`src/rtl/sim_argmax_accumulator.sv`:
```
// Sums per-segment overlap counts into one similarity per class prototype and
// tracks the arg-max class over a query, handing the winner over valid/ready.
module sim_argmax_accumulator #(
  parameter int LENGTH_SEGMENT = 32,
  parameter int NB_OF_SEGMENTS = 32,
  parameter int NB_OF_CLASSES  = 16,
  parameter int CNT_W          = $clog2(LENGTH_SEGMENT + 1),
  parameter int SIM_W          = $clog2(LENGTH_SEGMENT * NB_OF_SEGMENTS + 1),
  parameter int CLASS_W        = (NB_OF_CLASSES > 1) ? $clog2(NB_OF_CLASSES) : 1
) (
  input  logic               clk,
  input  logic               arst_n_in,
  input  logic               start_query,
  input  logic [CNT_W-1:0]   seg_count,
  input  logic               seg_count_valid,
  output logic               seg_ready,
  output logic [SIM_W-1:0]   class_sim,
  output logic               class_sim_valid,
  output logic [CLASS_W-1:0] best_class,
  output logic [SIM_W-1:0]   best_sim,
  output logic               result_valid,
  input  logic               result_ready,
  output logic               busy,
  output logic               err_overflow
);

  localparam int SEG_W = (NB_OF_SEGMENTS > 1) ? $clog2(NB_OF_SEGMENTS) : 1;
  localparam logic [CNT_W-1:0]   CNT_MAX    = CNT_W'(LENGTH_SEGMENT);
  localparam logic [SEG_W-1:0]   SEG_LAST   = SEG_W'(NB_OF_SEGMENTS - 1);
  localparam logic [CLASS_W-1:0] CLASS_LAST = CLASS_W'(NB_OF_CLASSES - 1);

  typedef enum logic [1:0] {IDLE, ACCUM, COMPARE, DONE} state_t;

  function automatic logic [CNT_W-1:0] clamp_count(input logic [CNT_W-1:0] c);
    return (c > CNT_MAX) ? CNT_MAX : c;
  endfunction

  state_t             state_q;
  logic [SIM_W-1:0]   acc_q;
  logic [SIM_W-1:0]   acc_d;
  logic [SEG_W-1:0]   seg_idx_q;
  logic [CLASS_W-1:0] class_idx_q;
  logic [CLASS_W-1:0] best_class_q;
  logic [SIM_W-1:0]   best_sim_q;
  logic [SIM_W-1:0]   class_sim_q;
  logic               class_sim_valid_q;
  logic               result_valid_q;
  logic               seg_ready_q;
  logic               busy_q;
  logic               err_q;

  logic xfer;
  logic seg_ovf;
  logic last_seg;
  logic last_class;
  logic better;

  always_comb begin
    xfer       = seg_count_valid && seg_ready_q;
    seg_ovf    = seg_count > CNT_MAX;
    acc_d      = acc_q + SIM_W'(clamp_count(seg_count));
    last_seg   = seg_idx_q == SEG_LAST;
    last_class = class_idx_q == CLASS_LAST;
    // Strict compare: on a tie the earlier (lower) class index is kept.
    better     = (class_idx_q == '0) || (acc_q > best_sim_q);
  end

  always_ff @(posedge clk or negedge arst_n_in) begin
    if (!arst_n_in) begin
      state_q           <= IDLE;
      acc_q             <= '0;
      seg_idx_q         <= '0;
      class_idx_q       <= '0;
      best_class_q      <= '0;
      best_sim_q        <= '0;
      class_sim_q       <= '0;
      class_sim_valid_q <= 1'b0;
      result_valid_q    <= 1'b0;
      seg_ready_q       <= 1'b0;
      busy_q            <= 1'b0;
      err_q             <= 1'b0;
    end else begin
      class_sim_valid_q <= 1'b0;
      unique case (state_q)
        IDLE: begin
          if (start_query) begin
            state_q      <= ACCUM;
            acc_q        <= '0;
            seg_idx_q    <= '0;
            class_idx_q  <= '0;
            best_class_q <= '0;
            best_sim_q   <= '0;
            err_q        <= 1'b0;
            seg_ready_q  <= 1'b1;
            busy_q       <= 1'b1;
          end
        end
        ACCUM: begin
          if (xfer) begin
            acc_q <= acc_d;
            if (seg_ovf) err_q <= 1'b1;
            if (last_seg) begin
              // class_sim is presented during the single COMPARE cycle
              state_q           <= COMPARE;
              seg_ready_q       <= 1'b0;
              class_sim_q       <= acc_d;
              class_sim_valid_q <= 1'b1;
            end else begin
              seg_idx_q <= seg_idx_q + 1'b1;
            end
          end
        end
        COMPARE: begin
          if (better) begin
            best_sim_q   <= acc_q;
            best_class_q <= class_idx_q;
          end
          if (last_class) begin
            state_q        <= DONE;
            result_valid_q <= 1'b1;
          end else begin
            state_q     <= ACCUM;
            class_idx_q <= class_idx_q + 1'b1;
            acc_q       <= '0;
            seg_idx_q   <= '0;
            seg_ready_q <= 1'b1;
          end
        end
        DONE: begin
          if (result_ready) begin
            state_q        <= IDLE;
            result_valid_q <= 1'b0;
            busy_q         <= 1'b0;
          end
        end
        default: state_q <= IDLE;
      endcase
    end
  end

  assign seg_ready       = seg_ready_q;
  assign class_sim       = class_sim_q;
  assign class_sim_valid = class_sim_valid_q;
  assign best_class      = best_class_q;
  assign best_sim        = best_sim_q;
  assign result_valid    = result_valid_q;
  assign busy            = busy_q;
  assign err_overflow    = err_q;

endmodule

```
`config.mk`:
```
export PLATFORM = sky130hd
export DESIGN_NAME = sim_argmax_accumulator
export DESIGN_NICKNAME = d
export VERILOG_FILES = /design/src/rtl/sim_argmax_accumulator.sv
export SDC_FILE = /design/constraint.sdc
export NUM_CORES = 1
export LEC_CHECK = 0
export CORE_MARGIN = 1.5
export CORE_UTILIZATION = 25
export CTS_CLUSTER_SIZE = 28
export DETAILED_ROUTE_END_ITERATION = 7
export PLACE_DENSITY = 0.49
export SLEW_MARGIN = 20
export SYNTH_ARGS = -nofsm -noshare
export SYNTH_HDL_FRONTEND = slang
export SYNTH_SLANG_ARGS = --single-unit
```
`constraint.sdc`:
```
create_clock -name clk -period 2.4 [get_ports clk]
set_input_delay 0.48 -clock clk [delete_from_list [all_inputs] [get_ports clk]]
set_output_delay 0.48 -clock clk [all_outputs]
set_load 0.005 [all_outputs]
```
Word-level counts from Yosys, hierarchy flattened
Index checks and enable logic that the tools add are counted.

Flip-flop bits (word level): 53. Input bits: 11. Word-level logic and storage cells: 89.

Add/sub/neg operators: 3. Order comparisons: 2. Equal/unequal tests: 14. Mux-type cells: 39. Reductions and logical operators: 19.

Operators with widths (number): $mux 11 (4); $pmux 11 s3 (1); $pmux 11 s2 (1); $mux 5 (4); $ne 2x2->1 const B (9); $pmux 4 s2 (2); $pmux 5 s3 (1); $reduce_and 3->1 (5); $mux 1 (12); $mux 4 (3); $reduce_and 4->1 (3); $add 11x6->11 (1); $gt 11x11->1 (1); $mux 2 (5); $reduce_and 5->1 (2); $pmux 2 s4 (1); $reduce_bool 2->1 (4); $gt 6x6->1 const B (1); $mux 6 (1); $pmux 1 s2 (3); $add 5x1->5 const B (1); $eq 5x5->1 const B (1); $add 4x1->4 const B (1); $eq 2x2->1 const B (2); other kinds (8) (8).

Logic depth before layout (Yosys ltp)
Depth in word-level cells: 5. Gate-level depth with buffers: 9.

Worst setup path before layout
Ideal clock, no wire load.

Path type: in2reg. Start: in seg_count[0]. End: reg acc_q[6]. Library setup time: 0.130 ns. Arrival: 1.960 ns. Data required time: 2.270 ns. Path slack: 0.310 ns. Cell stages on the path: 9. Path through: nor2b_1 -> ha_1 -> inv_1 -> fa_1 -> nor2b_1 -> o31a_1 -> o21ai_0 -> a311oi_1 -> a21oi_1.

Cells in the longest elaborated chain, start to end: 5.

RTL lines: from (decl) (RTL line 14) `input logic [CNT_W-1:0] seg_count,`; $gt 6x6->1 (RTL line 35) `return (c > CNT_MAX) ? CNT_MAX : c;`; $mux 6 (*) (RTL line 35); $add 11x6->11 (*) (RTL line 61) `acc_d = acc_q + SIM_W'(clamp_count(seg_count));`; $mux 11 (*) (RTL line 99) `if (xfer) begin`; $pmux 11 s3 (*) (RTL line 84) `unique case (state_q)`; to (signal assigned) (RTL line 71) `acc_q <= '0;`; to (signal assigned) (RTL line 88) `acc_q <= '0;`; to (signal assigned) (RTL line 100) `acc_q <= acc_d;`; to (decl) (RTL line 39) `logic [SIM_W-1:0] acc_q;`.

Every way passes the cells marked *; elsewhere a longest branch is shown, timed or not. The select of a mux whose other input is x is not followed. A chain may end at the register's enable or synchronous reset.

Worst setup path after layout
Start: in seg_count[2]. End: reg class_sim_q[9], in the netlist class_sim[9].

Cells in the longest elaborated chain, start to end: 3.

RTL lines: $gt 6x6->1 (RTL line 35); $mux 6 (*) (RTL line 35); $add 11x6->11 (*) (RTL line 61); to (signal assigned) (RTL line 76) `class_sim_q <= '0;`; to (signal assigned) (RTL line 106) `class_sim_q <= acc_d;`; to (decl) (RTL line 45) `logic [SIM_W-1:0] class_sim_q;`.

Every way passes the cells marked *; elsewhere a longest branch is shown, timed or not.

==> key figures <==
Timing
  • Setup TNS: 0 ns
  • Final worst path period share: 94.2%
  • Endpoints failing setup: 0
  • Max_slew headroom: 63.6%
  • Worst hold margin: 0.163 ns
  • Skew final: 0.00773 ns
  • Achievable Freq: 442 MHz
  • Slew @ Worst Pin: 0.547 ns
  • Final hold vios: 0
  • Max-slew violations: 0
  • RSZ-0062 raised after global routing: true
  • Setup WS post-layout: 0.139 ns
  • Post-layout min period: approximately 2.3 ns

Critical path
  • Worst Path Arrival: 2.47 ns
  • CP bufs+invs: 2
  • CP Max Fanout: 8
  • Max stage delay on crit path: 0.47 ns
  • Critical Path End Type: register
  • RR Startpoint: best_sim[9]
  • Slowest cell on crit path: clkdlybuf4s50_1
  • Worst setup path startpoint: seg_count[2]
  • CP cell instances: clkdlybuf4s50_1 -> nor2b_1 -> ha_1 -> o21ai_0 -> o21ai_1 -> a21oi_1 -> buf_4 -> or3_1 -> a31oi_1
  • Kind of critical path: input pin to register
  • Critical Path Start Type: input pin
  • CP delay by family, top: buffers and inverters
  • CP required: 2.61 ns

Floorplan
  • Die Y-Extent: between 100 and 150 µm
  • Die area: 13800 µm²
  • Core area: 12700 µm²
  • I/O pin count: 42
  • Initial core utilization: 25.8%
  • FP Rows: 41
  • Die span in x: 117 µm

Global route
  • Initial antenna violation count: 0
  • First-pass GRT wire length: 14600 µm
  • Largest net degree at the start of global routing: 34
  • Vias in the first global route: roughly 3000
  • Overall routing resource usage: a little over an eighth
  • Global route overflow: 0

Synth
  • Mapped Area: around 3300 µm²
  • Top cells by area, synth: dfrtp_1, ha_1, o221ai_2
  • Syn nets: 380
  • Seq/Total Area, Yosys: 40.6%
  • Top_reg_cell synth: dfrtp_1
  • Async SR Flop Fraction: between 90% and 100%
  • Leading area contributor after synthesis: dfrtp_1
  • #FFs+latches synth: 53
  • Syn_area_per_cell: 9.41 µm²
  • Top cell type's share of synthesized area: between 40% and 50%
  • Number of flops mapped to enable cells by yosys: 0
  • Yosys cell types: 57
  • YS warnings: 0
  • Mapped Cells: 347

Routing
  • Final ANT Viol Nets: 0
  • Remaining DRCs: 0
  • Via count: 2871
  • Vias/cell: 4.92
  • DRT iter0 DRCs: 154
  • Drt pass-1 iters: 4
  • Wire length per cell: 15.1 µm
  • Routed WL: 8830 µm

Pwr
  • Overall power: between 3000 and 4000 µW
  • Worst VDD drop: 0.325 mV
  • Pleak: between 0.0015 and 0.002 µW
  • Power density over cell area: 811 nW/µm²

Clock network
  • H-tree lvl count: 2
  • Clock transition at path regs: 0.07 ns
  • TritonCTS clock tree: yes
  • Worst skew pair latency: 0.29 ns
  • Clock Sinks: 53
  • CTS Root Buffer Type: clkbuf_16
  • TritonCTS Buffers: 5
  • Clock buffer depth: 2
  • Hold_buf cts: 0

Run
  • Max-Cap Viols: 0

Cells and area
  • Ant. Diodes: 0
  • Commonest non-fill, non-tap cell in the layout: dfrtp_1
  • Finished layout cell area: about 4300 µm²
  • Synthesis-to-layout area growth: 31.2%
  • Most frequent cells in the layout: dfrtp_1, clkdlybuf4s50_1, nand2_1
  • Layout cell share with drive strength beyond 1: 17.0%
  • Nets@finish: 444

Placement
  • Detailed placer's ending HPWL: 6590 µm
  • Placer Congestion: 0.819
  • Pre-CTS WS: -0.346 ns
  • Dpl cell area: 4050 µm²
  • PortBufs: 41

Status
  • Outcome: finished clean

Hold path
  • Hold Path Class: input pin to async pin
==> layout make-up <==
class	instances	area [µm²]
Fill cell	1334	8390
Multi-Input combinational cell	247	1790
Sequential cell	53	1330
Timing Repair Buffer	73	659
Tap cell	172	215
Clock buffer	7	143
Inverter	31	116
Clock inverter	1	30.0
==> stage by stage <==
stage | instances | util (%)
after floorplan | 347 | -
after global placement | 575 | 32.0
after detailed placement | 575 | 32.0
after CTS | 583 | 33.4
after global routing | 584 | 33.8
final | 584 | 33.8
==> worst reg2reg max path, delay by kind of cell, from the launching register on <==
family                   cells  cell delay, ns
AND/OR/NAND/NOR              2            0.80
AO/OA/AOI/OAI                3            0.49
flip-flops                   1            0.42
adder cells (fa/ha/maj)      1            0.31
buffers and inverters        1            0.07
==> worst paths after layout <==
check                           cells after the start            to  slack [ns]
worst max-delay path                                9  class_sim[9]        0.14
worst min-delay path                                1   best_sim[5]        0.16
worst max register to register                      7   best_sim[0]        0.19
worst min register to register                      2  class_sim[0]        0.47
max in group asynchronous                           2      acc_q[7]        1.66
min in group clk                                    2  class_sim[0]        0.47
==> flip-flops by register name (all words and copies together) (netlist names) <==
signal           flops
seg_idx_q            5
busy                 1
result_valid         1
err_overflow         1
class_sim           11
seg_ready            1
best_class           4
best_sim            11
state_q              2
acc_q               11
class_sim_valid      1
class_idx_q          4
==> routing by layer <==
metal | share of wire (%) | track usage [%]
met2 | 47 | 22.7
met4 | 0.84 | 3.13
met1 | 48 | 18.7
met5 | 0 | 0
met3 | 3.4 | 2.01
==> repair_timing <==
| item | in CTS | in global routing |
|---|---|---|
| hold endpoints to repair | 0 | 0 |
| setup buffers | 0 | 1 |
| gates resized for setup | 5 | 11 |
| endpoints found under the setup margin | 2 | 12 |
| pin swaps | 2 | 5 |
==> synthesized netlist by cell type (3+ instances only) <==
cell type	n
a21oi_1	17
a22o_1	7
a2bb2oi_1	13
a31oi_1	3
buf_2	3
clkbuf_1	12
dfrtp_1	53
ha_1	21
inv_1	30
mux2_2	3
nand2_1	36
nand3_1	22
nand4_1	5
nor2_1	15
nor2b_1	7
nor3_1	6
o211ai_1	3
o21a_1	3
o21ai_0	21
o221ai_1	3
o221ai_2	10
or3_1	6
xnor2_1	3
==> power by group <==
group	switching (µW)	internal (µW)
combinational	729	673
sequential	160	1060
clock	336	522
==> cells by family after synthesis <==
family,after synthesis,share of synthesized area (%)
xor+xnor,5,1.34
compound gates,102,24.1
mux,4,1.34
flops,53,40.6
simple gates,114,17.9
fa+ha+maj,22,8.66
buf+inv,47,6.02
No activity file was read; power rests on OpenSTA's default activity.
